File: src/rtl/post_proc_pkg.sv
// Shared types for the post-processing frame controller: FSM states,
// kernel codes and the packed configuration word.
package post_proc_pkg;

    typedef enum logic [1:0] {
        IDLE  = 2'd0,
        RUN   = 2'd1,
        DRAIN = 2'd2,
        DONE  = 2'd3
    } state_t;

    localparam logic [2:0] KERNEL_EDGE   = 3'b001;  // threshold-eligible
    localparam logic [2:0] KERNEL_BLUR   = 3'b101;  // >>4 normalise
    localparam logic [2:0] KERNEL_EMBOSS = 3'b110;  // +128 offset

    typedef struct packed {
        logic [2:0] kernel;
        logic       select_mode;
        logic       threshold;
    } cfg_t;

endpackage

File: src/rtl/frame_counter.sv
// Saturating per-frame event counter; clear wins over enable, freeze blocks counting.
module frame_counter #(
    parameter int MAX = 307200,
    parameter int W   = 19
) (
    input  logic         i_clk,
    input  logic         i_reset_n,
    input  logic         clear,
    input  logic         enable,
    input  logic         freeze,
    output logic [W-1:0] count,
    output logic         at_max
);

    logic [W-1:0] count_reg;

    always_ff @(posedge i_clk or negedge i_reset_n) begin
        if (!i_reset_n) begin
            count_reg <= '0;
        end else if (clear) begin
            count_reg <= '0;
        end else if (enable && !freeze && !at_max) begin
            count_reg <= count_reg + 1'b1;
        end
    end

    assign count  = count_reg;
    assign at_max = (count_reg == W'(MAX));

endmodule

File: src/rtl/post_proc_ctrl.sv
// Frame sequencer for the filter post-processing stage: double-buffered config,
// in/out pixel accounting, drain timeout and sticky error flags.
module post_proc_ctrl
    import post_proc_pkg::*;
#(
    parameter  int IMG_WIDTH     = 640,
    parameter  int IMG_HEIGHT    = 480,
    parameter  int DRAIN_TIMEOUT = 1024,
    localparam int FRAME_PIXELS  = IMG_WIDTH * IMG_HEIGHT,
    localparam int CNT_W         = $clog2(FRAME_PIXELS + 1)
) (
    input  logic             i_clk,
    input  logic             i_reset_n,
    input  logic             i_cfg_valid,
    input  logic [2:0]       i_cfg_kernel,
    input  logic             i_cfg_select_mode,
    input  logic             i_cfg_threshold,
    input  logic             i_start,
    input  logic             i_continuous,
    input  logic             i_abort,
    input  logic             i_pix_valid,
    input  logic             i_out_valid,
    output logic [2:0]       o_kernel_address,
    output logic             o_select_mode,
    output logic             o_threshold,
    output logic             o_cfg_ack,
    output logic             o_busy,
    output logic             o_frame_done,
    output logic [CNT_W-1:0] o_in_count,
    output logic [CNT_W-1:0] o_out_count,
    output logic             o_overrun,
    output logic             o_timeout
);

    localparam int DW = $clog2(DRAIN_TIMEOUT + 1);

    state_t     state_reg, state_next;
    cfg_t       pending_reg, active_reg, active_next, cfg_in;
    logic       cfg_ack_reg, busy_reg, done_reg;
    logic       overrun_reg, overrun_next, timeout_reg, timeout_next;
    logic [DW-1:0] drain_reg, drain_next;
    logic       clr_cnt, in_at_max, out_at_max, out_done;
    logic [CNT_W-1:0] in_count, out_count;

    assign cfg_in = '{kernel: i_cfg_kernel, select_mode: i_cfg_select_mode,
                      threshold: i_cfg_threshold};

    frame_counter #(.MAX(FRAME_PIXELS), .W(CNT_W)) u_in_cnt (
        .i_clk(i_clk), .i_reset_n(i_reset_n), .clear(clr_cnt),
        .enable(i_pix_valid), .freeze(state_reg != RUN),
        .count(in_count), .at_max(in_at_max)
    );

    frame_counter #(.MAX(FRAME_PIXELS), .W(CNT_W)) u_out_cnt (
        .i_clk(i_clk), .i_reset_n(i_reset_n), .clear(clr_cnt),
        .enable(i_out_valid), .freeze(!(state_reg == RUN || state_reg == DRAIN)),
        .count(out_count), .at_max(out_at_max)
    );

    // Completion counts the output arriving this cycle, matching the RUN->DRAIN rule.
    assign out_done = out_at_max ||
                      (i_out_valid && out_count == CNT_W'(FRAME_PIXELS - 1));

    always_comb begin
        state_next   = state_reg;
        active_next  = active_reg;
        overrun_next = overrun_reg;
        timeout_next = timeout_reg;
        drain_next   = drain_reg;
        clr_cnt      = 1'b0;
        unique case (state_reg)
            IDLE: begin
                if (i_start) begin
                    state_next   = RUN;
                    active_next  = i_cfg_valid ? cfg_in : pending_reg;
                    clr_cnt      = 1'b1;
                    overrun_next = 1'b0;
                    timeout_next = 1'b0;
                end else if (i_pix_valid || i_out_valid) begin
                    overrun_next = 1'b1;
                end
            end
            RUN: begin
                if ((i_pix_valid && in_at_max) || (i_out_valid && out_at_max))
                    overrun_next = 1'b1;
                if (i_pix_valid && in_count == CNT_W'(FRAME_PIXELS - 1)) begin
                    state_next = DRAIN;
                    drain_next = '0;
                end
            end
            DRAIN: begin
                drain_next = drain_reg + 1'b1;
                if (i_pix_valid || (i_out_valid && out_at_max))
                    overrun_next = 1'b1;
                if (out_done) begin
                    state_next = DONE;
                end else if (drain_reg == DW'(DRAIN_TIMEOUT - 1)) begin
                    state_next   = DONE;
                    timeout_next = 1'b1;
                end
            end
            DONE: begin
                if (i_continuous) begin
                    state_next  = RUN;
                    active_next = pending_reg;
                    clr_cnt     = 1'b1;
                end else begin
                    state_next = IDLE;
                end
            end
            default: state_next = IDLE;
        endcase
        // Abort leaves config and sticky flags exactly as they were.
        if (i_abort) begin
            state_next   = IDLE;
            active_next  = active_reg;
            overrun_next = overrun_reg;
            timeout_next = timeout_reg;
            clr_cnt      = 1'b1;
        end
    end

    always_ff @(posedge i_clk or negedge i_reset_n) begin
        if (!i_reset_n) begin
            state_reg   <= IDLE;
            pending_reg <= '0;
            active_reg  <= '0;
            cfg_ack_reg <= 1'b0;
            busy_reg    <= 1'b0;
            done_reg    <= 1'b0;
            overrun_reg <= 1'b0;
            timeout_reg <= 1'b0;
            drain_reg   <= '0;
        end else begin
            state_reg   <= state_next;
            active_reg  <= active_next;
            cfg_ack_reg <= i_cfg_valid;
            busy_reg    <= (state_next != IDLE);
            done_reg    <= (state_next == DONE);
            overrun_reg <= overrun_next;
            timeout_reg <= timeout_next;
            drain_reg   <= drain_next;
            if (i_cfg_valid)
                pending_reg <= cfg_in;
        end
    end

    assign o_kernel_address = active_reg.kernel;
    assign o_select_mode    = active_reg.select_mode;
    assign o_threshold      = active_reg.threshold;
    assign o_cfg_ack        = cfg_ack_reg;
    assign o_busy           = busy_reg;
    assign o_frame_done     = done_reg;
    assign o_in_count       = in_count;
    assign o_out_count      = out_count;
    assign o_overrun        = overrun_reg;
    assign o_timeout        = timeout_reg;

endmodule

File: config.mk
export PLATFORM = sky130hd
export DESIGN_NAME = post_proc_ctrl
export DESIGN_NICKNAME = d
export VERILOG_FILES = /design/src/rtl/post_proc_pkg.sv /design/src/rtl/frame_counter.sv /design/src/rtl/post_proc_ctrl.sv
export SDC_FILE = /design/constraint.sdc
export NUM_CORES = 1
export LEC_CHECK = 0
export ABC_AREA = 1
export BUFFER_PORTS_ARGS = -buffer_cell sky130_fd_sc_hd__buf_2
export CAP_MARGIN = 20
export CORE_MARGIN = 5
export CORE_UTILIZATION = 28
export CTS_CLUSTER_SIZE = 16
export DETAILED_ROUTE_END_ITERATION = 10
export GPL_ROUTABILITY_DRIVEN = 0
export GPL_TIMING_DRIVEN = 0
export REMOVE_ABC_BUFFERS = 1
export SYNTH_ARGS = -nofsm -noshare
export SYNTH_HDL_FRONTEND = slang
export SYNTH_SLANG_ARGS = --single-unit
File: constraint.sdc
create_clock -name i_clk -period 2.31 [get_ports i_clk]
set_input_delay 0.1155 -clock i_clk [delete_from_list [all_inputs] [get_ports i_clk]]
set_output_delay 0.1155 -clock i_clk [all_outputs]
set_load 0.02 [all_outputs]
==> impl_metrics.env <==
export IMPL_num_vias=4118
export IMPL_reg2reg_slack_ps=170
export IMPL_drc=0
export IMPL_grt_usage_pct=14.14
export IMPL_dpl_worst_slack_ps=-717.6
export IMPL_critPathRequiredTime_ps=2540
export IMPL_rows=45
export IMPL_cts_root_buf="clkbuf_16"
export IMPL_p_leak_uw=0.002423
export IMPL_clk_latency_ps=350
export IMPL_dp_hpwl_mm=8.436
export IMPL_hold_path_startpoint="i_cfg_kernel[0]"
export IMPL_areaGrowthSynthToFinish_pct=19.79
export IMPL_critPathMaxFanout=22
export IMPL_wl_per_cell_um=14.00
export IMPL_overflow=0
export IMPL_crit_start="state_reg[1]$_DFF_PN0_"
export IMPL_initial_core_util_pct=28.48
export IMPL_fmax_ghz=0.4666
export IMPL_worst_slew_pin_slew_ps=863.6
export IMPL_grt_antenna_before_repair=0
export IMPL_synth_distinct_cells=32
export IMPL_fin_crit_sh_pct=92.77
export IMPL_slew_headroom_pct=42.43
export IMPL_whs_ps=31.86
export IMPL_ios=61
export IMPL_yosysWarnings=0
export IMPL_port_buffers=60
export IMPL_avgSynthCellArea_um2=7.152
export IMPL_powerDensity_nw_per_um2=825.3
export IMPL_outcome="finished, final reports clean"
export IMPL_cts_buffers=9
export IMPL_skew_ps=8.295
export IMPL_syn_cell_area_um2=4313
export IMPL_end_kind="flip-flop"
export IMPL_cts_tree="yes"
export IMPL_dieArea_um2=17990
export IMPL_setup_viol=0
export IMPL_synth_top_area_share_pct=38.29
export IMPL_peakVddDrop_uv=412.2
export IMPL_finalCriticalPeriod_ps=2143
export IMPL_final_cell_mix="152 x nand2_1, 81 x nor2_1, 66 x inv_1, 66 x dfrtp_1, 59 x buf_2"
export IMPL_grt_max_degree=67
export IMPL_drt_met1_wl_mm=5.613
export IMPL_wl_met3_um=674
export IMPL_final_hold_viol_count=0
export IMPL_synth_ff_latch_count=66
export IMPL_r2r_start="state_reg[1]$_DFF_PN0_"
export IMPL_hold_path_class="in -> reg"
export IMPL_cts_sinks=66
export IMPL_slew_viol_final=0
export IMPL_fillers=1604
export IMPL_htreeDepth=3
export IMPL_core_area_um2=15150
export IMPL_synthTopCellsByArea="dfrtp_1 38%, nand2_1 13%, nor2_1 7.0%"
export IMPL_seq_area_frac_synth_pct=38.29
export IMPL_clk_pin_slew_ps=60
export IMPL_firstDrtPassIters=5
export IMPL_maxCapViolCount=0
export IMPL_clk_path_buf_depth=2
export IMPL_routed_wl_mm=12.04
export IMPL_highest_layer="met4"
export IMPL_netlist_top_cell_by_area="dfrtp_1"
export IMPL_drt_iter0_markers=221
export IMPL_drive_above_1_share_pct=18.15
export IMPL_startpoint_type="flip-flop"
export IMPL_die_height_um=134.1
export IMPL_crit_arrival_ps=2370
export IMPL_grt_pass1_wl_mm=20.06
export IMPL_diodes=0
export IMPL_final_common_cell="nand2_1"
export IMPL_route_met2_wl_mm=5.496
export IMPL_die_x_um=134.1
export IMPL_postRouteAntennaNets=0
export IMPL_viasPerCell=4.788
export IMPL_grt_pass1_vias=3978
export IMPL_worst_setup_path_type="reg -> reg"
export IMPL_fin_ws_ps=167.1
export IMPL_nets=691
export IMPL_synth_cells=603
cell type report:
class                   instances  area (um^2)  share of cell area (%)
multi-input cells             449         2327                   45.05
flip-flops and latches         66         1652                   31.97
repair buffers                 66        369.1                   7.145
inverters                      75        284.0                   5.498
clock buffers                  14        264.0                   5.110
well taps                     188        235.2                   4.553
clock inverters                 2        35.03                  0.6781
cells in the mapped netlist, drive strengths merged:
master / n
a31oi: 2
nand4: 21
a21boi: 1
or2: 2
nor2: 87
buf: 13
nand2: 164
inv: 75
o21ai: 53
a211oi: 1
nand3: 55
dfrtp: 66
nor3: 17
mux2: 3
ha: 11
xnor2: 3
clkbuf: 1
o211ai: 1
xor2: 19
a21oi: 8
cells by family (layout without fill, tap and decap cells):
kind of cell,Yosys count,after routing,synth area share [%]
fa+ha+maj,11,11,3.191
compound gates,66,67,8.936
buf+inv,89,157,8.935
xor+xnor,22,22,4.468
flops,66,66,38.29
simple gates,346,346,35.39
mux,3,3,0.7832
critical path, cell delays in order, from the launching register on:
cell	delay (ps)
dfrtp_1	410
inv_1	160
ha_1	290
inv_2	160
nand2_2	90
o21ai_4	220
a31oi_4	80
buf_12	180
nand2_8	140
inv_2	130
nand2_1	70
o21ai_0	70
metal layers:
layer  global-route usage [%]  up-vias
li1                         -     2077
met1                    18.66     1910
met2                    22.40      113
met3                    2.888       18
met4                    6.391        0
met5                        0        -
report_power, final:
part | leakage (uW) | internal (uW) | switching [uW]
Clock | 0.000147 | 894 | 517
Combinational | 0.00139 | 425 | 1060
Sequential | 0.000891 | 1280 | 88.0
path summary, 6_finish.rpt:
path,endpoint,cells past startpoint
max,u_in_cnt.count[18]$_DFFE_PN0P_,11
min,pending_reg[2]$_DFF_PN0_,2
max reg2reg,u_in_cnt.count[18]$_DFFE_PN0P_,11
min reg2reg,o_overrun$_DFFE_PN0P_,2
max in group asynchronous,o_frame_done$_DFF_PN0_,2
min in group asynchronous,u_in_cnt.count[6]$_DFFE_PN0P_,2
metrics by stage:
stage	setup TNS [ps]	area (um^2)	std cells	power, uW	utilization [%]
floorplan	0	4209	589	2292	-
global placement	-14890	4745	837	2698	31.33
detailed placement	-15290	4747	837	2706	31.34
CTS	0	5131	859	4272	33.88
global route	-1.100	5166	860	4535	34.11
finish	0	5166	860	4264	34.11
repair_timing:
item / CTS / global route
gates cloned: 1 / 0
endpoints found under the setup margin: 35 / 19
hold buffers: 2 / 0
gates resized for setup: 4 / 5
setup buffers: 3 / 1
endpoints found under the hold margin: 67 / 0
Note: power is estimated with default switching activity, not from simulation.
